**config.mk**
```make
export PLATFORM = sky130hd
export DESIGN_NAME = mem_stage
export DESIGN_NICKNAME = d
export VERILOG_FILES = /design/src/rtl/riscv_pkg.sv /design/src/rtl/lsu_align.sv /design/src/rtl/mem_stage.sv
export SDC_FILE = /design/constraint.sdc
export NUM_CORES = 1
export LEC_CHECK = 0
export CORE_UTILIZATION = 34
export DETAILED_ROUTE_END_ITERATION = 16
export PLACE_DENSITY = 0.78
export SYNTH_ARGS = -nofsm -noshare
export SYNTH_HDL_FRONTEND = slang
export SYNTH_SLANG_ARGS = --single-unit
```
**constraint.sdc**
```tcl
create_clock -name clk -period 2.4 [get_ports clk]
set_input_delay 0.72 -clock clk [delete_from_list [all_inputs] [get_ports clk]]
set_output_delay 0.72 -clock clk [all_outputs]
set_load 0.02 [all_outputs]
```
**src/rtl/riscv_pkg.sv**
```systemverilog
// Shared definitions for the MEM stage: funct3 size/sign codes, WB result
// source select codes and the MEM access state machine encoding.
// No ports (package).
package riscv_pkg;

    // Load/store size and sign (instruction funct3 field)
    localparam logic [2:0] F3_B  = 3'b000;
    localparam logic [2:0] F3_H  = 3'b001;
    localparam logic [2:0] F3_W  = 3'b010;
    localparam logic [2:0] F3_BU = 3'b100;
    localparam logic [2:0] F3_HU = 3'b101;

    // WB result source select; RES_LOAD also marks an instruction as a load
    localparam logic [1:0] RES_ALU  = 2'b00;
    localparam logic [1:0] RES_LOAD = 2'b01;
    localparam logic [1:0] RES_PC4  = 2'b10;

    typedef enum logic {
        IDLE   = 1'b0,
        WAIT_R = 1'b1
    } state_t;

endpackage

```
**src/rtl/lsu_align.sv**
```systemverilog
// Combinational byte-lane alignment for the data-memory port.
// Ports:
//   lane       in  2   address bits [1:0]
//   funct3     in  3   access size and sign
//   store_data in  32  unshifted store data (rs2)
//   load_word  in  32  raw word returned by memory
//   be         out 4   byte enables for the access
//   wdata      out 32  store data replicated onto every lane it can occupy
//   rdata_ext  out 32  selected load byte/half, sign- or zero-extended
module lsu_align
    import riscv_pkg::*;
(
    input  logic [1:0]  lane,
    input  logic [2:0]  funct3,
    input  logic [31:0] store_data,
    input  logic [31:0] load_word,
    output logic [3:0]  be,
    output logic [31:0] wdata,
    output logic [31:0] rdata_ext
);

    logic [7:0]  byte_sel;
    logic [15:0] half_sel;

    always_comb begin
        be        = 4'b0000;
        wdata     = store_data;
        rdata_ext = load_word;
        byte_sel  = load_word[{lane, 3'b000} +: 8];
        // Half accesses are only legal on lane 0 or 2, so lane[1] picks the half.
        half_sel  = lane[1] ? load_word[31:16] : load_word[15:0];
        case (funct3)
            F3_B, F3_BU: begin
                be        = 4'b0001 << lane;
                wdata     = {4{store_data[7:0]}};
                rdata_ext = (funct3 == F3_B) ? {{24{byte_sel[7]}}, byte_sel}
                                             : {24'b0, byte_sel};
            end
            F3_H, F3_HU: begin
                be        = lane[1] ? 4'b1100 : 4'b0011;
                wdata     = {2{store_data[15:0]}};
                rdata_ext = (funct3 == F3_H) ? {{16{half_sel[15]}}, half_sel}
                                             : {16'b0, half_sel};
            end
            F3_W: begin
                be = 4'b1111;
            end
            default: ;
        endcase
    end

endmodule

```
**src/rtl/mem_stage.sv**
```systemverilog
// MEM pipeline stage: drives the data-memory bus, aligns store/load data,
// stalls the front of the pipe while an access is outstanding and holds the
// MEM/WB pipeline register.
// Ports:
//   clk, reset_n                     clock, async active-low reset
//   valid_m .. pc_plus_4_m           EX/MEM register fields
//   dmem_req/we/addr/be/wdata        request side of the memory bus
//   dmem_gnt/rvalid/rdata            response side of the memory bus
//   stall_m                          freeze IF..EX/MEM this cycle
//   regwrite_w .. pc_plus_4_w        MEM/WB register
//   misalign_err_w, bus_err_w        one-slot error flags in WB
//   fsm_state                        current access state (debug)
//
// Bus handshake: a request is presented while dmem_req=1 and is accepted in
// the cycle dmem_gnt=1 (req is held, unchanged, until then). Load data returns
// on a later cycle with dmem_rvalid=1; rvalid is only meaningful in WAIT_R.
module mem_stage
    import riscv_pkg::*;
#(
    parameter int TIMEOUT_CYCLES = 256
) (
    input  logic        clk,
    input  logic        reset_n,
    input  logic        valid_m,
    input  logic        regwrite_m,
    input  logic [1:0]  result_src_m,
    input  logic        mem_write_m,
    input  logic [2:0]  funct3_m,
    input  logic [31:0] alu_result_m,
    input  logic [31:0] write_data_m,
    input  logic [4:0]  rd_m,
    input  logic [31:0] pc_plus_4_m,
    output logic        dmem_req,
    output logic        dmem_we,
    output logic [31:0] dmem_addr,
    output logic [3:0]  dmem_be,
    output logic [31:0] dmem_wdata,
    input  logic        dmem_gnt,
    input  logic        dmem_rvalid,
    input  logic [31:0] dmem_rdata,
    output logic        stall_m,
    output logic        regwrite_w,
    output logic [1:0]  result_src_w,
    output logic [31:0] alu_result_w,
    output logic [31:0] readdata_w,
    output logic [4:0]  rd_w,
    output logic [31:0] pc_plus_4_w,
    output logic        misalign_err_w,
    output logic        bus_err_w,
    output state_t      fsm_state
);

    localparam int CW = $clog2(TIMEOUT_CYCLES + 1);

    state_t        state, state_next;
    logic [CW-1:0] count, count_next;
    logic          is_load, is_store, f3_ok, misaligned, bad, access;
    logic          in_wait, timeout;
    logic [31:0]   rdata_ext;

    // A store wins if both store and load markers are set.
    assign is_store = mem_write_m;
    assign is_load  = (result_src_m == RES_LOAD) && !mem_write_m;

    always_comb begin
        f3_ok      = 1'b0;
        misaligned = 1'b0;
        case (funct3_m)
            F3_B:  f3_ok = 1'b1;
            F3_H:  begin f3_ok = 1'b1;    misaligned = alu_result_m[0];    end
            F3_W:  begin f3_ok = 1'b1;    misaligned = |alu_result_m[1:0]; end
            F3_BU: f3_ok = is_load;
            F3_HU: begin f3_ok = is_load; misaligned = alu_result_m[0];    end
            default: ;
        endcase
        bad = (is_load || is_store) && (!f3_ok || misaligned);
    end

    assign access  = valid_m && (is_load || is_store) && !bad;
    assign in_wait = (state == WAIT_R);
    // rvalid on the last allowed cycle still counts as a normal completion.
    assign timeout = in_wait && !dmem_rvalid
                     && (count == CW'(TIMEOUT_CYCLES - 1));

    assign stall_m = (!in_wait && access && !(dmem_gnt && is_store))
                   || (in_wait && !dmem_rvalid && !timeout);

    assign dmem_req  = !in_wait && access;
    assign dmem_we   = dmem_req && is_store;
    assign dmem_addr = {alu_result_m[31:2], 2'b00};
    assign fsm_state = state;

    lsu_align u_align (
        .lane       (alu_result_m[1:0]),
        .funct3     (funct3_m),
        .store_data (write_data_m),
        .load_word  (dmem_rdata),
        .be         (dmem_be),
        .wdata      (dmem_wdata),
        .rdata_ext  (rdata_ext)
    );

    always_comb begin
        state_next = state;
        case (state)
            IDLE:    if (access && dmem_gnt && is_load) state_next = WAIT_R;
            WAIT_R:  if (dmem_rvalid || timeout)        state_next = IDLE;
            default: state_next = IDLE;
        endcase
        count_next = (in_wait && state_next == WAIT_R) ? count + 1'b1 : '0;
    end

    always_ff @(posedge clk or negedge reset_n) begin
        if (!reset_n) begin
            state          <= IDLE;
            count          <= '0;
            regwrite_w     <= 1'b0;
            result_src_w   <= RES_ALU;
            alu_result_w   <= '0;
            readdata_w     <= '0;
            rd_w           <= '0;
            pc_plus_4_w    <= '0;
            misalign_err_w <= 1'b0;
            bus_err_w      <= 1'b0;
        end else begin
            state <= state_next;
            count <= count_next;
            if (stall_m) begin
                // Bubble: WB must see a harmless no-op while MEM is held.
                regwrite_w     <= 1'b0;
                result_src_w   <= RES_ALU;
                alu_result_w   <= '0;
                readdata_w     <= '0;
                rd_w           <= '0;
                pc_plus_4_w    <= '0;
                misalign_err_w <= 1'b0;
                bus_err_w      <= 1'b0;
            end else begin
                regwrite_w     <= regwrite_m && valid_m && !bad && !timeout;
                result_src_w   <= result_src_m;
                alu_result_w   <= alu_result_m;
                readdata_w     <= (in_wait && dmem_rvalid) ? rdata_ext : '0;
                rd_w           <= rd_m;
                pc_plus_4_w    <= pc_plus_4_m;
                misalign_err_w <= valid_m && bad;
                bus_err_w      <= timeout;
            end
        end
    end

endmodule

```
==> qor.csv <==
stage,metric,value,unit
outcome,status,"finished, violations left",
outcome,failing checks,negative setup slack,
drt,M1 WL,6.76,mm
cells_and_area,final instance area,9660,sq um
sta,Max Transition Viols Final,0,
placement,DP HPWL,13.6,mm
logic_synthesis,most used flip-flop cell after synthesis,dfrtp_1,
worst_setup_path,crit end category,output pin,
floorplan,# rows,45,
cts,clock tree buffer depth,2,
cts,CTS tree,built,
global_route,vias in the first global route,5367,
global_route,global route overflow,0,
floorplan,die height,128,um
drt,DRC viols,0,
drt,Highest Signal Layer,met4,
floorplan,Die W,128,um
sta,final hold viol count,0,
logic_synthesis,synth cell count leaders,"116 x dfrtp_1, 72 x and3_1, 45 x nand2_1, 44 x buf_4, 23 x o211ai_1",
worst_setup_path,CP Class,reg2out,
logic_synthesis,post-synthesis sequential area ratio,0.539,
flow_run,max_cap viols,0,
drt,Pre-antenna DRT Iters,6,
logic_synthesis,Yosys top cell by area,dfrtp_1,
global_route,largest net degree at the start of global routing,81,
logic_synthesis,Synth cell types,51,
drt,Met3 Wirelength,1.40,mm
cells_and_area,Area Growth Syn to Fin,79.3,%
cells_and_area,nets,964,
cells_and_area,storage element area,2900,sq um
cts,Clock Sinks,116,
sta,final worst slack,-0.133,ns
drt,DRT antenna net count,0,
logic_synthesis,post-synthesis cell area,5390,sq um
cts,hold buffer count at cts,0,
pwr,Overall Power,0.00614,W
logic_synthesis,Yosys top cell area share,0.539,
sta,RSZ-0062 raised after global routing,yes,
global_route,total global-route track usage,0.223,
cells_and_area,area of the multi-input gates,2060,sq um
sta,Max Freq,395,MHz
logic_synthesis,Post-Syn Instances,486,
logic_synthesis,synth warn,0,
cells_and_area,Fillers,1208,
logic_synthesis,most frequent cell after synthesis,dfrtp_1,
floorplan,IO Pins,323,
pwr,PwrDens,635,nW/um^2
worst_setup_path,Worst Setup Start Kind,flop,
sta,Setup Viol. Count Final,1,
sta,Worst Tran Pin Value,0.642,ns
cts,Skew-Pair Late Insertion Delay,0.40,ns
drt,DR WL/cell,17.4,um
cts,root buffer cell,clkbuf_16,
drt,starting DRC count in detailed routing,289,
global_route,global-route wire length before repair,28.0,mm
placement,Post-Place Worst Slack,-0.893,ns
worst_setup_path,largest fanout on the critical path,3,
pwr,Leak,4.36,nW
placement,Placer Congestion,0.876,
pwr,maximum VDD drop,455,uV
placement,PortBufs,320,
cts,CTS Buf Count,17,
sta,Slew Limit Headroom,0.572,
floorplan,die area,16400,sq um
logic_synthesis,Seq cells post-synth,116,
cts,clock slew at reported path FFs,0.06,ns
worst_setup_path,CP arrival,1.81,ns
logic_synthesis,Post-synth EDFFs,0,
sta,final hold slack,0.157,ns
drt,Via Count,5126,
global_route,initial antenna violation count,0,
logic_synthesis,async set-or-reset flop fraction in the synthesized netlist,1.00,
sta,Layout Skew,0.00774,ns
cells_and_area,antenna cells,0,
drt,DR WL met2,9.47,mm
cts,H-tree depth,4,
floorplan,Core Area,15300,sq um
drt,final wirelength,18.1,mm
logic_synthesis,top post-synthesis cells by area,"dfrtp_1 54%, and3_1 8.4%, buf_4 6.1%, mux2_2 4.0%, o211ai_1 3.2%",
worst_setup_path,"Req. time, crit path",1.68,ns
drt,vias per inst,4.92,
logic_synthesis,Syn Area/Cell,11.1,sq um
floorplan,Initial Util,0.352,
sta,min cycle time layout,2.53,ns
placement,DP Area,8840,sq um
cells_and_area,share of layout cells above drive strength 1,0.231,
worst_hold_path,min-delay worst type,in2async,
sta,period utilization,1.06,
==> what timing repair did <==
item                       CTS  global route
gates cloned                 0             0
resized for setup          248            23
pin swaps                    7             3
buffers inserted             6             3
setup endpoints to repair   69            25
==> per-layer routing <==
metal  vias to the layer above  GRT usage
met5                         -          0
met4                         0      0.107
met3                        38     0.0609
met2                       299      0.406
met1                      2440      0.239
li1                       2349          -
==> final timing paths <==
kind	from	to	slack, ns	depth (start not counted)
max	count[1]$_DFF_PN0_	stall_m	-0.13	7
min	reset_n	pc_plus_4_w[7]$_DFF_PN0_	0.16	1
max reg2reg	count[0]$_DFF_PN0_	pc_plus_4_w[13]$_DFF_PN0_	0.33	7
min reg2reg	count[7]$_DFF_PN0_	count[7]$_DFF_PN0_	0.56	2
max in group asynchronous	reset_n	count[5]$_DFF_PN0_	1.72	2
min in group clk	count[7]$_DFF_PN0_	count[7]$_DFF_PN0_	0.56	2
==> report_power, final <==
group	internal, W	total (W)	leakage, nW	switching (W)
logic	0.000606	0.00115	2.57	0.000546
registers	0.00204	0.00207	1.47	0.0000249
clock network	0.00199	0.00292	0.328	0.000924
==> sequential cells by signal (all words and copies together) (netlist names) <==
| name | flops |
|---|---|
| result_src_w | 2 |
| regwrite_w | 1 |
| rd_w | 5 |
| readdata_w | 32 |
| bus_err_w | 1 |
| misalign_err_w | 1 |
| pc_plus_4_w | 32 |
| fsm_state | 1 |
| alu_result_w | 32 |
| count | 9 |
==> cells by family (layout without fill, tap and decap cells) <==
logic type / Yosys count / count (layout) / share of synthesized area
adders and majority gates: 2 / 2 / 0.00464
AOI/OAI and AO/OA: 74 / 74 / 0.101
and+or+nand+nor: 178 / 178 / 0.191
DFF: 116 / 116 / 0.539
muxes: 27 / 27 / 0.0546
buffers and inverters: 85 / 428 / 0.104
other: 1 / 2 / 0.000696
xor gates and xnor gates: 3 / 3 / 0.00488
==> per-stage QoR <==
step / utilization / cells / setup TNS (ns)
5_1_grt: 0.631 / 1041 / -0.199
4_1_cts: 0.626 / 1038 / -0.133
3_3_place_gp: 0.577 / 1000 / -47.78
3_5_place_dp: 0.577 / 1000 / -53.73
2_1_floorplan: - / 487 / -0.0395
6_report: 0.631 / 1041 / -0.133
==> cell usage in the layout, fill, tap and decap left out, types with 3 or more instances in the layout <==
master / count
clkdlybuf4s50_1: 234
dfrtp_1: 116
a32oi_1: 7
nor2_2: 4
nor3b_2: 4
a21oi_1: 4
buf_6: 23
inv_6: 4
o21ai_1: 5
o21ai_0: 14
a31oi_1: 8
dlymetal6s2s_1: 5
o211ai_1: 23
nand2b_1: 5
mux2_4: 8
buf_2: 11
mux2i_1: 8
inv_1: 3
dlygate4sd2_1: 43
bufinv_16: 6
mux2_2: 11
nor2_1: 6
and3_1: 72
nand2_1: 43
buf_12: 4
and2_1: 4
nand3_1: 9
clkbuf_2: 3
nand4_1: 7
buf_4: 64
clkbuf_16: 17
==> layout make-up <==
cell class              count  area share
multi-input cells         286       0.213
well taps                 211      0.0273
clock buffers              18      0.0455
clock inverters            14      0.0257
repair buffers            392       0.387
flip-flops and latches    116       0.301
inverters                   4     0.00155
==> critical path, stage by stage (launching register included) <==
cell     delay, ns
dfrtp_1       0.38
ha_2          0.21
nand3_4       0.07
nor3_2        0.05
ha_2          0.17
or3_4         0.33
nand2_2       0.07
buf_6         0.11
Power figures use the tool's default switching activity.
